**src/rtl/data_cache.sv**
```systemverilog
// data_cache: direct-mapped, write-back, write-allocate data cache for the
// MEM stage. Hits complete combinationally in COMPARE. A miss writes back a
// dirty victim, then refills the line over a line-wide request/response port.
// The CPU retries the access, and that retry hits.
//
// Optional feature: define DATA_CACHE_STATS_EN to enable the hit_count and
// miss_count counters. When it is undefined, both outputs are tied to zero.
//
// Ports:
//   clk, reset          clock, asynchronous active-high reset
//   is_input_valid      CPU access this cycle (addr, din, mem_read, mem_write)
//   is_ready            cache in COMPARE and able to accept a request
//   is_output_valid     is_hit/dout meaningful this cycle
//   is_hit, dout        hit flag and load data (dout is 0 unless read hit)
//   mem_req_*           line request to backing memory (valid/ready handshake)
//   mem_resp_*          refill line (one-cycle pulse)
//   hit_count/miss_count statistics counters
module data_cache #(
  parameter int unsigned LINE_WORDS = 4,
  parameter int unsigned NUM_SETS   = 16
) (
  input  logic                       clk,
  input  logic                       reset,
  input  logic                       is_input_valid,
  input  logic [31:0]                addr,
  input  logic [31:0]                din,
  input  logic                       mem_read,
  input  logic                       mem_write,
  output logic                       is_ready,
  output logic                       is_output_valid,
  output logic                       is_hit,
  output logic [31:0]                dout,
  output logic                       mem_req_valid,
  input  logic                       mem_req_ready,
  output logic                       mem_req_write,
  output logic [31:0]                mem_req_addr,
  output logic [32*LINE_WORDS-1:0]   mem_req_data,
  input  logic                       mem_resp_valid,
  input  logic [32*LINE_WORDS-1:0]   mem_resp_data,
  output logic [31:0]                hit_count,
  output logic [31:0]                miss_count
);

  localparam int unsigned OB = $clog2(LINE_WORDS);
  localparam int unsigned IB = $clog2(NUM_SETS);
  localparam int unsigned TW = 30 - OB - IB;
  localparam int unsigned LW = 32 * LINE_WORDS;

  typedef enum logic [1:0] {COMPARE, WRITEBACK, ALLOC_REQ, ALLOC_WAIT} state_t;

  state_t              state;
  logic [NUM_SETS-1:0] valid_q;
  logic [NUM_SETS-1:0] dirty_q;
  logic [TW-1:0]       tag_arr  [NUM_SETS];
  logic [LW-1:0]       data_arr [NUM_SETS];
  logic [TW-1:0]       miss_tag;
  logic [IB-1:0]       miss_index;

  logic [OB-1:0] word;
  logic [IB-1:0] index;
  logic [TW-1:0] tag;
  logic          unused_addr_bits;
  logic          in_compare;
  logic          hit_raw;
  logic          hit;
  logic          miss;
  logic          is_write;
  logic          is_read;

  assign word             = addr[OB+1:2];
  assign index            = addr[OB+IB+1:OB+2];
  assign tag              = addr[31:OB+IB+2];
  assign unused_addr_bits = ^addr[1:0];

  assign in_compare = (state == COMPARE);
  assign hit_raw    = valid_q[index] && (tag_arr[index] == tag);
  assign hit        = in_compare && is_input_valid && hit_raw;
  assign miss       = in_compare && is_input_valid && !hit_raw;
  // A simultaneous read and write request is handled as a store.
  assign is_write   = mem_write;
  assign is_read    = mem_read && !mem_write;

  assign is_ready        = in_compare;
  assign is_output_valid = in_compare && is_input_valid;
  assign is_hit          = hit;

  always_comb begin
    dout = '0;
    if (hit && is_read) dout = data_arr[index][{word, 5'd0} +: 32];
  end

  // The request fields come only from latched miss state and from storage
  // that is not written until the refill. They therefore stay stable while
  // the memory is not ready.
  assign mem_req_valid = (state == WRITEBACK) || (state == ALLOC_REQ);
  assign mem_req_write = (state == WRITEBACK);
  assign mem_req_data  = data_arr[miss_index];
  always_comb begin
    if (state == WRITEBACK) mem_req_addr = {tag_arr[miss_index], miss_index, {(OB+2){1'b0}}};
    else                    mem_req_addr = {miss_tag, miss_index, {(OB+2){1'b0}}};
  end

  always_ff @(posedge clk or posedge reset) begin
    if (reset) begin
      state      <= COMPARE;
      valid_q    <= '0;
      dirty_q    <= '0;
      miss_tag   <= '0;
      miss_index <= '0;
    end else begin
      case (state)
        COMPARE: begin
          if (hit && is_write) dirty_q[index] <= 1'b1;
          if (miss) begin
            miss_tag   <= tag;
            miss_index <= index;
            state      <= (valid_q[index] && dirty_q[index]) ? WRITEBACK : ALLOC_REQ;
          end
        end
        WRITEBACK: begin
          if (mem_req_ready) begin
            dirty_q[miss_index] <= 1'b0;
            state               <= ALLOC_REQ;
          end
        end
        ALLOC_REQ: begin
          if (mem_req_ready) state <= ALLOC_WAIT;
        end
        ALLOC_WAIT: begin
          if (mem_resp_valid) begin
            valid_q[miss_index] <= 1'b1;
            dirty_q[miss_index] <= 1'b0;
            state               <= COMPARE;
          end
        end
        default: state <= COMPARE;
      endcase
    end
  end

  // Tags and line data have no reset. The valid bits alone qualify them.
  always_ff @(posedge clk) begin
    if (hit && is_write) data_arr[index][{word, 5'd0} +: 32] <= din;
    if ((state == ALLOC_WAIT) && mem_resp_valid) begin
      data_arr[miss_index] <= mem_resp_data;
      tag_arr[miss_index]  <= miss_tag;
    end
  end

`ifdef DATA_CACHE_STATS_EN
  always_ff @(posedge clk or posedge reset) begin
    if (reset) begin
      hit_count  <= '0;
      miss_count <= '0;
    end else begin
      if (hit)  hit_count  <= hit_count + 32'd1;
      if (miss) miss_count <= miss_count + 32'd1;
    end
  end
`else
  assign hit_count  = '0;
  assign miss_count = '0;
`endif

endmodule

```
**config.mk**
```make
export PLATFORM = sky130hd
export DESIGN_NAME = data_cache
export DESIGN_NICKNAME = d
export VERILOG_FILES = /design/src/rtl/data_cache.sv
export SDC_FILE = /design/constraint.sdc
export NUM_CORES = 2
export LEC_CHECK = 0
export ABC_CLOCK_PERIOD_IN_PS = 8880
export CORE_MARGIN = 2
export CORE_UTILIZATION = 35
export CTS_CLUSTER_DIAMETER = 80
export DETAILED_ROUTE_END_ITERATION = 8
export GPL_TIMING_DRIVEN = 0
export PLACE_DENSITY = 0.61
export SYNTH_ARGS = -nofsm -noshare
export SYNTH_HDL_FRONTEND = slang
export SYNTH_SLANG_ARGS = --single-unit
```
**constraint.sdc**
```tcl
create_clock -name clk -period 8.88 [get_ports clk]
set_clock_uncertainty 0.15 [all_clocks]
set_input_delay 1.332 -clock clk [delete_from_list [all_inputs] [get_ports clk]]
set_output_delay 1.332 -clock clk [all_outputs]
set_load 0.01 [all_outputs]
```
==> run_results.csv <==
group,metric,value,unit
timing,fmax,111,MHz
synthesis,synthArstFlopShare,2.49,%
pwr,power.leakage,0.0434,uW
die,fp.dieW,580,um
global_routing,grt_pass1_wl,597,mm
route,drt-pass1-iter-count,6,
global_routing,antenna_found_initial,69,
setup_path,crit_fanout,10,
setup_path,cpMostUsedCell,"clkbuf_1",
timing,hold_violations,0,
clock_network,clk_latency,0.91,ns
setup_path,crit_type,"in -> out",
synthesis,syn_inst,5246,
synthesis,synth_area_per_cell,22.2,um^2
synthesis,yosysUniqueCellTypes,68,
timing,tightestPinTransition,1.62,ns
route,totalWireLength,451,mm
synthesis,netlist_area,116000,um^2
setup_path,cp_slowest_cell,"clkbuf_1",
placed_design,port_buffers,386,
synthesis,ys_ff_latch,2494,
route,via_per_inst,6.46,
outcome,violations,"capacitance limit, slew limit, setup timing",
pwr,powerDensity,283,nW/um^2
setup_path,ff2ff_path_depth,8,
cells_and_area,nets,6291,
cells_and_area,area_delta_synth_final,18.2,%
pwr,p_int,25900,uW
placed_design,placed_area,129000,um^2
die,ios,460,
clock_network,cts_tree,"done",
clock_network,clock_sinks,2494,
timing,period_share,102,%
die,design.core.area,331000,um^2
cells_and_area,layout_common_cells,"2432 x edfxtp_1, 1497 x mux4_2, 382 x clkdlybuf4s50_1",
clock_network,cts_made_buffers,273,
route,wl_per_cell,42.3,um
worst_hold_path,hold-path-cell-count,1,
cells_and_area,design_area,137000,um^2
pwr,pwr-share-clk,28.1,%
synthesis,yosys_most_used_dff,"edfxtp_1",
synthesis,synth_area_leader_cell,"edfxtp_1",
synthesis,synth_top_cell_area_share,62.8,%
pwr,p_sw_share,33.4,%
synthesis,ys_top_cells_by_area,"edfxtp_1 63%, mux4_2 29%, dfrtp_1 1.3%",
outcome,status,"complete, but fails checks",
route,final_antenna_net_count,0,
placed_design,dp_hpwl,315,mm
worst_hold_path,hold_class,"reg -> reg",
cells_and_area,final_common_cell,"edfxtp_1",
timing,report.final.slew_viol_count,22,
route,drt-initial-drc-count,10900,
setup_path,crit_required,7.40,ns
pwr,finalPower,38900,uW
setup_path,r2r_slack,2.08,ns
clock_network,clk_pin_slew,0.06,ns
global_routing,grt.total_usage,26.3,%
synthesis,yosysSeqAreaShare,64.2,%
global_routing,grt_start_max_net_pins,53,
route,drc,0,
timing,slew_headroom,-8.39,%
global_routing,overflow,0,
setup_path,reg2reg_from,"miss_index[1]$_DFFE_PP0P_",
die,rows,211,
pwr,comb_power_share,35.2,%
die,start_util,35.2,%
die,die_area,337000,um^2
clock_network,cts.path.max_buffers,4,
timing,setup_viol,3,
placed_design,gp_congestion,0.938,
pwr,power.switching,13000,uW
setup_path,worstPathCellList,"clkdlybuf4s50_1, clkbuf_1, clkbuf_1, clkbuf_2, clkbuf_2, clkbuf_1, mux4_2, mux4_2, nor2b_1, clkdlybuf4s50_1",
flow_run,drv_cap,4,
setup_path,crit_end,"dout[21]",
setup_path,startpoint_type,"input pin",
setup_path,worstPathArrival,7.57,ns
setup_path,startpoint,"addr[6]",
route,vias,69000,
timing,rsz0062_at_grt,"no",
setup_path,reg2reg_to,"data_arr[15][16]$_DFFE_PP_",
die,die_y,580,um
timing,period_needed,9.05,ns
synthesis,ys_warn_count,0,
timing,worst_slack,-0.168,ns
clock_network,cts_htree_levels,5,
cells_and_area,drive_gt1_share,37.1,%
global_routing,grt_pass1_vias,67300,
synthesis,synth_edf_count,2432,
setup_path,critical_path.max_stage_delay,0.87,ns
pwr,p_seq_share,36.7,%
pwr,irDropWorstVdd,0.000177,V
setup_path,cp-end-kind,"primary output",
clock_network,root_buffer,"clkbuf_16",
[cell usage after synthesis, types with 12 or more instances]
master	n
xnor2_1	16
buf_2	16
mux4_2	1497
o32ai_1	15
buf_1	125
or2_2	19
nand2b_1	12
o21ai_0	14
nor2_1	99
dfrtp_1	62
edfxtp_1	2432
a221oi_1	12
a21oi_1	14
a22o_1	130
a2111oi_0	13
mux2i_1	83
a22oi_1	23
nand2_1	60
inv_1	34
clkbuf_1	250
nor2b_1	37
mux2_2	67
buf_4	78
[worst min path at each step]
stage	from	end	slack [ns]
floorplan	valid_q[5]$_DFFE_PP0P_	valid_q[5]$_DFFE_PP0P_	0.28
global placement	valid_q[7]$_DFFE_PP0P_	valid_q[7]$_DFFE_PP0P_	0.29
detailed placement	valid_q[5]$_DFFE_PP0P_	valid_q[5]$_DFFE_PP0P_	0.30
CTS	valid_q[5]$_DFFE_PP0P_	valid_q[5]$_DFFE_PP0P_	0.31
global route	valid_q[2]$_DFFE_PP0P_	valid_q[2]$_DFFE_PP0P_	0.33
finish	valid_q[5]$_DFFE_PP0P_	valid_q[5]$_DFFE_PP0P_	0.31
[critical path, delay by kind of cell]
| family | cells | cell delay (ns) |
|---|---|---|
| and+or+nand+nor | 1 | 0.70 |
| buffers and inverters | 7 | 4.64 |
| muxes | 2 | 0.82 |
[sequential cells by signal (all words and copies together), names as in the netlist]
name        cells
data_arr     2048
tag_arr       384
miss_tag       24
dirty_q        16
valid_q        16
miss_index      4
state           2
[what timing repair did]
action                     in CTS  in global routing
setup endpoints to repair      32                  7
hold buffers                    0                  0
pin swaps                       1                  0
buffers inserted                2                  0
gates resized for setup        44                  4
[metal layers]
metal / vias to the layer above / part of all wire, % / track usage, %
li1: 25000 / - / -
met1: 37400 / 35 / 33.7
met2: 5476 / 45 / 39.3
met3: 1032 / 13 / 7.98
met4: 34 / 7.0 / 15.9
met5: - / 0.048 / 0
[cell families after synthesis]
family	share of synthesized area, %
multiplexers	30.4
flip-flops	64.2
adder cells (fa/ha/maj)	0.0969
other	0.00323
buffers and inverters	2.02
AND/OR/NAND/NOR	1.13
AO/OA/AOI/OAI	1.97
XOR/XNOR	0.181
[through the flow]
| stage | hold WS (ns) | setup slack, ns | TNS, ns | util, % | cells |
|---|---|---|---|---|---|
| final | 0.314 | -0.168 | -0.234 | 41.6 | 10700 |
| after global routing | 0.330 | 0.0371 | 0 | 41.6 | 10600 |
| after CTS | 0.315 | 0.0289 | 0 | 41.5 | 10600 |
| after detailed placement | 0.300 | -0.984 | -30.23 | 39.0 | 10200 |
| after global placement | 0.292 | -3.50 | -4600.92 | 38.1 | 10100 |
| after floorplan | 0.280 | 2.61 | 0 | - | 5313 |
[area by class of cell]
class | count | area, um^2
Tap cell | 4366 | 5460
Sequential cell | 2494 | 74600
Clock buffer | 336 | 7220
Clock inverter | 122 | 1000
Antenna cell | 39 | 97.6
Multi-Input combinational cell | 2302 | 40200
Fill cell | 28700 | 193000
Buffer | 479 | 2400
Timing Repair Buffer | 497 | 6340
Inverter | 36 | 138
[power groups by stage]
| stage | clock, uW | sequential (uW) | combinational [uW] |
|---|---|---|---|
| 2_1_floorplan | 0 | 14300 | 7220 |
| 3_3_place_gp | 0 | 14500 | 13300 |
| 3_5_place_dp | 0 | 14500 | 13600 |
| 4_1_cts | 10900 | 14200 | 13600 |
| 6_report | 10900 | 14200 | 13700 |
| 5_1_grt | 11400 | 14300 | 14000 |
Note: power is estimated with default switching activity, not from simulation.
